**src/rtl/conv2x2_window_gen_if.sv**
```systemverilog
// ============================================================================
// Module      : conv2x2_window_gen_if
// Description : Handshake bundle for the 2x2 window extractor. It carries
//               the pixel input stream (valid/ready/data/sof) and the
//               window output stream (valid/ready/data/last).
//               master : upstream pixel source / downstream window sink
//               slave  : the window generator itself
// Ports       : pix_valid, pix_ready, pix_data[PIX_W], pix_sof,
//               win_valid, win_ready, win_data[4*PIX_W], win_last
// Revision    : 1.0 - initial release
// ============================================================================
`default_nettype none

interface conv2x2_window_gen_if #(
    parameter int PIX_W = 8
) ();
    logic                   pix_valid;
    logic                   pix_ready;
    logic [PIX_W-1:0]       pix_data;
    logic                   pix_sof;
    logic                   win_valid;
    logic                   win_ready;
    logic [4*PIX_W-1:0]     win_data;
    logic                   win_last;

    modport master (
        output pix_valid, pix_data, pix_sof, win_ready,
        input  pix_ready, win_valid, win_data, win_last
    );

    modport slave (
        input  pix_valid, pix_data, pix_sof, win_ready,
        output pix_ready, win_valid, win_data, win_last
    );
endinterface

`default_nettype wire

```
**src/rtl/conv2x2_window_gen.sv**
```systemverilog
// ============================================================================
// Module      : conv2x2_window_gen
// Description : Streaming 2x2 window extractor, stride 1. Accepts one
//               raster-order pixel per handshake, keeps the previous row in a
//               line buffer and emits the 2x2 neighbourhood ending at each
//               pixel as a packed word through a single output register.
//               Lane order: lane0=(r-1,c-1) lane1=(r-1,c) lane2=(r,c-1)
//               lane3=(r,c), lane k at win_data[k*PIX_W +: PIX_W].
// Ports       : clk, rst (async, active-high)
//               bus (slave): pix_valid/pix_ready/pix_data/pix_sof in,
//                            win_valid/win_ready/win_data/win_last out
// Options     : CONV_WIN_ZEROPAD_EN - when defined, every pixel yields a
//               window and lanes outside the image read as zero.
// Revision    : 1.0 - initial release
// ============================================================================
`default_nettype none

module conv2x2_window_gen #(
    parameter int IMG_W = 8,
    parameter int IMG_H = 8,
    parameter int PIX_W = 8
) (
    input  wire logic           clk,
    input  wire logic           rst,
    conv2x2_window_gen_if.slave bus
);

    localparam int CW = (IMG_W > 1) ? $clog2(IMG_W) : 1;
    localparam int RW = (IMG_H > 1) ? $clog2(IMG_H) : 1;

    localparam logic [CW-1:0] c_col_max = CW'(IMG_W - 1);
    localparam logic [RW-1:0] c_row_max = RW'(IMG_H - 1);
    localparam logic [CW-1:0] c_col_one = CW'(1);
    localparam logic [RW-1:0] c_row_one = RW'(1);

    // Registered state
    logic [CW-1:0]          col_q,       col_d;
    logic [RW-1:0]          row_q,       row_d;
    logic [PIX_W-1:0]       left_q,      left_d;
    logic [PIX_W-1:0]       upleft_q,    upleft_d;
    logic                   win_valid_q, win_valid_d;
    logic [4*PIX_W-1:0]     win_data_q,  win_data_d;
    logic                   win_last_q,  win_last_d;

    // Line buffer holding the previous row; contents are don't-care until
    // written in the current frame, the eligibility rule hides stale entries.
    logic [PIX_W-1:0]       line_mem [IMG_W];

    logic                   w_pix_ready;
    logic                   w_accept;
    logic [CW-1:0]          w_col;
    logic [RW-1:0]          w_row;
    logic [PIX_W-1:0]       w_above;
    logic                   w_make_win;
    logic [PIX_W-1:0]       w_lane0;
    logic [PIX_W-1:0]       w_lane1;
    logic [PIX_W-1:0]       w_lane2;

    // Single output register, no skid: take a pixel only when the output
    // register is empty or being drained this cycle.
    assign w_pix_ready   = !win_valid_q || bus.win_ready;
    assign bus.pix_ready = w_pix_ready;
    assign bus.win_valid = win_valid_q;
    assign bus.win_data  = win_data_q;
    assign bus.win_last  = win_last_q;

    always_comb begin
        w_accept = bus.pix_valid && w_pix_ready;

        // sof pins the accepted pixel to (0,0) regardless of the counters
        w_col    = bus.pix_sof ? '0 : col_q;
        w_row    = bus.pix_sof ? '0 : row_q;
        w_above  = line_mem[w_col];

`ifdef CONV_WIN_ZEROPAD_EN
        w_make_win = 1'b1;
        w_lane0    = ((w_row != '0) && (w_col != '0)) ? upleft_q : '0;
        w_lane1    = (w_row != '0) ? w_above : '0;
        w_lane2    = (w_col != '0) ? left_q  : '0;
`else
        w_make_win = (w_row != '0) && (w_col != '0);
        w_lane0    = upleft_q;
        w_lane1    = w_above;
        w_lane2    = left_q;
`endif
    end

    always_comb begin
        col_d       = col_q;
        row_d       = row_q;
        left_d      = left_q;
        upleft_d    = upleft_q;
        win_valid_d = win_valid_q;
        win_data_d  = win_data_q;
        win_last_d  = win_last_q;

        if (w_accept) begin
            // Upper-left of the next window is the pixel above this one.
            left_d   = bus.pix_data;
            upleft_d = w_above;

            if (w_col == c_col_max) begin
                col_d = '0;
                row_d = (w_row == c_row_max) ? '0 : (w_row + c_row_one);
            end else begin
                col_d = w_col + c_col_one;
                row_d = w_row;
            end
        end

        if (w_accept && w_make_win) begin
            win_valid_d = 1'b1;
            win_data_d  = {bus.pix_data, w_lane2, w_lane1, w_lane0};
            win_last_d  = (w_row == c_row_max) && (w_col == c_col_max);
        end else if (win_valid_q && bus.win_ready) begin
            // Window drained and nothing replaces it; data/last simply hold.
            win_valid_d = 1'b0;
        end
    end

    always_ff @(posedge clk or posedge rst) begin
        if (rst) begin
            col_q       <= '0;
            row_q       <= '0;
            left_q      <= '0;
            upleft_q    <= '0;
            win_valid_q <= 1'b0;
            win_data_q  <= '0;
            win_last_q  <= 1'b0;
        end else begin
            col_q       <= col_d;
            row_q       <= row_d;
            left_q      <= left_d;
            upleft_q    <= upleft_d;
            win_valid_q <= win_valid_d;
            win_data_q  <= win_data_d;
            win_last_q  <= win_last_d;
        end
    end

    // Read-before-write: w_above samples the old entry in the same cycle.
    always_ff @(posedge clk) begin
        if (w_accept) begin
            line_mem[w_col] <= bus.pix_data;
        end
    end

endmodule

`default_nettype wire

```
**src/flat_wrapper.sv**
```systemverilog
// flat-port wrapper written by rule: the top's interface ports become plain ports
module conv2x2_window_gen_flat 
#(
    parameter int IMG_W = 8,
    parameter int IMG_H = 8,
    parameter int PIX_W = 8
)
  (clk, rst, bus_pix_valid, bus_pix_data, bus_pix_sof, bus_win_ready, bus_pix_ready, bus_win_valid, bus_win_data, bus_win_last);
  conv2x2_window_gen_if #(.PIX_W(PIX_W)) bus_i ();
  input  wire logic clk;
  input  wire logic rst;
  input wire logic [$bits(bus_i.pix_valid)-1:0] bus_pix_valid;
  input wire logic [$bits(bus_i.pix_data)-1:0] bus_pix_data;
  input wire logic [$bits(bus_i.pix_sof)-1:0] bus_pix_sof;
  input wire logic [$bits(bus_i.win_ready)-1:0] bus_win_ready;
  output wire logic [$bits(bus_i.pix_ready)-1:0] bus_pix_ready;
  output wire logic [$bits(bus_i.win_valid)-1:0] bus_win_valid;
  output wire logic [$bits(bus_i.win_data)-1:0] bus_win_data;
  output wire logic [$bits(bus_i.win_last)-1:0] bus_win_last;
  assign bus_i.pix_valid = bus_pix_valid;
  assign bus_i.pix_data = bus_pix_data;
  assign bus_i.pix_sof = bus_pix_sof;
  assign bus_i.win_ready = bus_win_ready;
  assign bus_pix_ready = bus_i.pix_ready;
  assign bus_win_valid = bus_i.win_valid;
  assign bus_win_data = bus_i.win_data;
  assign bus_win_last = bus_i.win_last;
  conv2x2_window_gen #(.IMG_W(IMG_W), .IMG_H(IMG_H), .PIX_W(PIX_W)) u_core (.clk(clk), .rst(rst), .bus(bus_i));
endmodule
```
**config.mk**
```make
export PLATFORM = sky130hd
export DESIGN_NAME = conv2x2_window_gen_flat
export DESIGN_NICKNAME = d
export VERILOG_FILES = /design/src/rtl/conv2x2_window_gen_if.sv /design/src/rtl/conv2x2_window_gen.sv /design/src/flat_wrapper.sv
export SDC_FILE = /design/constraint.sdc
export NUM_CORES = 1
export LEC_CHECK = 0
export CORE_MARGIN = 2
export CORE_UTILIZATION = 28
export DETAILED_ROUTE_END_ITERATION = 16
export GPL_ROUTABILITY_DRIVEN = 0
export SYNTH_ARGS = -nofsm -noshare
export SYNTH_HDL_FRONTEND = slang
export SYNTH_SLANG_ARGS = --single-unit
```
**constraint.sdc**
```tcl
create_clock -name clk -period 2.15 [get_ports clk]
set_input_delay 0.43 -clock clk [delete_from_list [all_inputs] [get_ports clk]]
set_output_delay 0.43 -clock clk [all_outputs]
set_load 0.02 [all_outputs]
```
# After elaboration in Yosys (flattened, before gate mapping)
# Memory sizes are Yosys's and may differ from the RTL's.
# Index checks and enable logic that the tools add are counted.
# W data, S select, Z words.
totals:
  out_inout_bits: 35
  regBits: 56
  elab_cells: 31
  in_bits: 13
  ram_bits: 64
  n_memories: 1
mem_list:
  columns: ["name", "words", "width", "read_ports", "rd_ports_with_merged_regs", "wr", "line", "text"]
  rows:
  - ["u_core.line_mem", 8, 8, 1, 0, 1, "conv2x2_window_gen.sv:47", "logic [PIX_W-1:0] line_mem [IMG_W];"]
classes:
  addsub: 2
  muxes: 9
  n_eq_ne: 2
  n_reduce_logical: 10
op_table:
  columns: ["cell", "n"]
  rows:
  - ["$mux W3", 5]
  - ["$add A3 B1 Y3 const B", 2]
  - ["$eq A3 B3 Y1 const B", 2]
  - ["$reduce_bool A3 Y1", 2]
  - ["$logic_and A1 B1 Y1", 5]
  - ["$mux W1", 4]
  - ["$reduce_bool A2 Y1", 1]
  - ["$logic_not A1 Y1", 1]
  - ["$logic_or A1 B1 Y1", 1]

# Depth between registers and ports, before layout
depth:
  depth_word: 5
  mapped_depth: 9
  mapped_depth_nobuf: 6

# Worst setup path before layout
# Ideal clock, no wire load.
synth_path:
  kind: "reg-to-reg"
  startpoint: "reg u_core.win_valid_q, in the netlist u_core.bus.win_valid"
  endpoint: "mem u_core.line_mem[1][0] (enable)"
  setup_time_ps: 383
  arrival_time_ps: 1809
  slack_ps: -42
  stages_incl_launch_ff: 7
  synth_period_minus_slack_ps: 2192
  path_cell_list: "dfrtp_1 -> nand2b_2 -> and2_1 -> buf_4 -> buf_2 -> nand2_1 -> nor3_1"
synth_via:
  elab_chain_len: 5
synth_lines:
  columns: ["element", "line", "text"]
  rows:
  - ["start, declared", "conv2x2_window_gen.sv:41", "logic win_valid_q, win_valid_d;"]
  - ["start signal, assigned", "conv2x2_window_gen.sv:135", "win_valid_q <= win_valid_d;"]
  - ["$logic_not A1 Y1", "conv2x2_window_gen.sv:61", "assign w_pix_ready = !win_valid_q || bus.win_ready;"]
  - ["$logic_or A1 B1 Y1", "conv2x2_window_gen.sv:61", null]
  - ["named net bus_pix_ready", "flat_wrapper.sv:16", "output wire logic [$bits(bus_i.pix_ready)-1:0] bus_pix_ready;"]
  - ["$logic_and A1 B1 Y1", "conv2x2_window_gen.sv:68", "w_accept = bus.pix_valid && w_pix_ready;"]
  - ["$mux W1", "conv2x2_window_gen.sv:143", "if (w_accept) begin"]
  - ["$mux W1 (not written as such)", "conv2x2_window_gen.sv:144", "line_mem[w_col] <= bus.pix_data;"]
  - ["end, declared", "conv2x2_window_gen.sv:47", null]
# The timed path passes the listed nets, and every way through them passes these cells.

# Final worst setup path
layout_path:
  startpoint: "in bus_win_ready"
  endpoint: "out bus_pix_ready"
layout_via:
  elab_chain_len: 1
layout_lines:
  columns: ["element", "line", "text"]
  rows:
  - ["start, declared", "flat_wrapper.sv:15", "input wire logic [$bits(bus_i.win_ready)-1:0] bus_win_ready;"]
  - ["$logic_or A1 B1 Y1", "conv2x2_window_gen.sv:61", null]
  - ["end, declared", "flat_wrapper.sv:16", null]
# No other way between the ends.

==> metrics.md <==
| Metric | Value |
|---|---|
| Netlist cell types | `36` |
| Most frequent cells in the layout | `edfxtp_1 (64), dfrtp_1 (56), clkdlybuf4s50_1 (47)` |
| Setup Crit Path Kind | `in -> out` |
| GRT Resource Usage Total | `11.2%` |
| Outcome | `finished, final reports clean` |
| Commonest non-fill, non-tap cell in the layout | `edfxtp_1` |
| Post-synthesis compound-gate area fraction | `7.31%` |
| Pre-Repair DR Iteration Count | `4` |
| Post-Synth XOR/XNOR Area | `0%` |
| Slew Viols, Final | `0` |
| # setup viols final | `0` |
| Sw Ratio | `25.2%` |
| Filler cells | `1604` |
| Switching power | `1710 uW` |
| Via Count | `2946` |
| Die Ht | `137 um` |
| Clock sink count | `120` |
| Drt drc | `0` |
| CTS buffer count | `17` |
| Register area | `3320 um2` |
| First-pass GRT wire length | `15700 um` |
| Clock power frac | `between 40% and 50%` |
| Antenna violations before repair | `0` |
| P&R area growth vs syn | `31.0%` |
| Post-synthesis sequential area ratio | `66.7%` |
| Initial core utilization | `28.7%` |
| Setup TNS | `0 ns` |
| Largest net degree at the start of global routing | `41` |
| CP Data Required Time | `1.72 ns` |
| Least-Margin Pin Slew | `0.558 ns` |
| Syn nets | `360` |
| Internal power | `5100 uW` |
| Endpoint class of the critical path | `output pin` |
| Worst hold path class | `in -> async` |
| Post-CTS Setup Bufs | `0` |
| PortBufs | `47` |
| Final WS setup | `0.0848 ns` |
| P per Cell Area | `between 1000 and 1500 nW/um2` |
| Crit path arrival time | `1.64 ns` |
| Multi-input logic area | `1490 um2` |
| Mapped Cells | `341` |
| Post-Synth Adder-Cell Area | `1.51%` |
| DRT antenna net count | `0` |
| Grt total ovfl | `0` |
| Clock Skews | `0.00713 ns` |
| FP Rows | `48` |
| Vias per cell | `4.45` |
| Leakage power | `0.00286 uW` |
| Seq pwr share | `41.7%` |
| Max Fanout on Critical Path | `4` |
| Mux cell area share after synthesis | `12.4%` |
| Setup WS pre-CTS | `-0.233 ns` |
| Placed cell count | `631` |
| Hold Vio Cnt, Final | `0` |
| Max Cap Violations | `0` |
| Skew-Pair Late Insertion Delay | `0.40 ns` |
| Tcrit/Tclk final | `96.1%` |
| First-iteration detailed-routing DRC count | `roughly 170` |
| Mapped Area | `4980 um2` |
| RSZ-0062 raised after global routing | `no` |
| F_max | `about 480 MHz` |
| Die ar. | `18900 um2` |
| Detailed-route wire length per cell | `15.0 um` |
| Hold buffers post-CTS | `0` |
| Max clock buf depth | `2` |
| Mean Syn Cell Area | `14.6 um2` |
| Headroom to the max-slew limit | `62.7%` |
| IO Pins | `48` |
| Nets | `444` |
| Worst-case vdd ir drop | `between 0.0006 and 0.0007 V` |
| Core Area | `17400 um2` |
| CP Launch Type | `primary input` |
| Largest family of logic cells by synthesized area | `multiplexers` |
| Async SR Flop Fraction | `46.7%` |
| CTS root buf | `clkbuf_16` |
| Post-synth EDFFs | `64` |
| Final Non-Filler Cells | `approximately 660` |
| Combinational power share | `18.3%` |
| Die Wd | `137 um` |
| H-tree depth | `4` |
| Minimum clock period | `2.07 ns` |
| Antenna cell count | `0` |
| Routed wire length | `9940 um` |
| Main synth FF type | `edfxtp_1` |
| Dpl hpwl | `between 6000 and 7000 um` |
| # resized after CTS | `0` |
| Simple logic cell fraction of the synthesized area | `8.54%` |
| Synth warn | `0` |
| CTS tree | `built` |
| Vias in the first global route | `3011` |
| #FFs+latches synth | `120` |
| Clock edge transition at the registers on the reported setup and hold paths | `0.05 ns` |
| Share of layout cells above drive strength 1 | `20.1%` |
==> power groups by stage <==
stage | logic (uW) | registers, uW | clock network [uW]
after floorplan | 456 | 3080 | 0
after global placement | 1250 | 2880 | 0
after detailed placement | 1270 | 2890 | 0
after CTS | 1280 | 2850 | 2770
after global routing | 1340 | 2880 | 2870
final | 1250 | 2840 | 2720
==> synth_stat cells (6+ instances only) <==
cell / instances / share of area [%]
edfxtp_1: 64 / 39
dfrtp_1: 56 / 28
nand2_1: 36 / 2.7
mux2i_1: 32 / 6.4
mux2_1: 25 / 5.7
nor2_1: 20 / 1.5
a21oi_1: 15 / 1.5
inv_1: 15 / 1.1
nand2b_1: 10 / 1.3
a2111oi_2: 7 / 2.1
nand3b_1: 7 / 1.1
o22ai_2: 7 / 1.8
clkbuf_1: 6 / 0.45
ha_1: 6 / 1.5
==> cells by family after synthesis <==
family | after synthesis
flops | 120
simple gates | 86
mux | 58
compound gates | 38
buf+inv | 33
fa+ha+maj | 6
==> area by class of cell <==
cell class / instances / area share (%)
Inverter: 15 / 0.863
Timing Repair Buffer: 83 / 12.3
Clock buffer: 22 / 7.28
Tap cell: 225 / 4.31
Multi-Input combinational cell: 188 / 22.8
Clock inverter: 9 / 1.48
Sequential cell: 120 / 50.9
==> path summary, 6_finish.rpt <==
| check | slack [ns] | endpoint | start | depth (start not counted) |
|---|---|---|---|---|
| hold / removal | 0.39 | u_core.bus.win_data[21] | rst | 2 |
| min in group clk | 0.47 | u_core.left_q[6] | u_core.left_q[6] | 2 |
| setup / recovery | 0.08 | bus_pix_ready | bus_win_ready | 3 |
| hold reg to reg | 0.47 | u_core.left_q[6] | u_core.left_q[6] | 2 |
| setup reg to reg | 0.36 | u_core.upleft_q[2] | u_core.col_q[0] | 6 |
| max in group asynchronous | 1.19 | u_core.bus.win_data[14] | rst | 3 |
==> per-stage QoR <==
stage	area, um2	total power (uW)	hold WS [ns]	util [%]
floorplan	4990	3530	0.438	-
global placement	5960	4130	0.459	34.3
detailed placement	5960	4160	0.459	34.3
CTS	6530	6890	0.409	37.6
global route	6530	7090	0.447	37.6
finish	6530	6810	0.392	37.6
==> worst max-delay path, cell delays in order <==
cell and delay (ns):
clkdlybuf4s50_1 0.46, nand2b_2 0.14, clkdlybuf4s50_1 0.61
==> layer usage <==
metal	routed length, um	track usage [%]	share of wire [%]	vias up
li1	-	-	-	1387
met1	4490	13.8	45	1485
met2	4900	18.2	49	57
met3	368	3.09	3.7	17
met4	187	5.10	1.9	0
met5	0	0	0	-
==> flip-flops by register name, indices dropped and copies added, names as in the netlist <==
name / cells
u_core.row_q: 3
u_core.upleft_q: 8
u_core.col_q: 3
u_core.bus.win_data: 32
u_core.line_mem: 64
u_core.left_q: 8
u_core.bus.win_last: 1
u_core.bus.win_valid: 1
(Power assumes the default switching activity.)
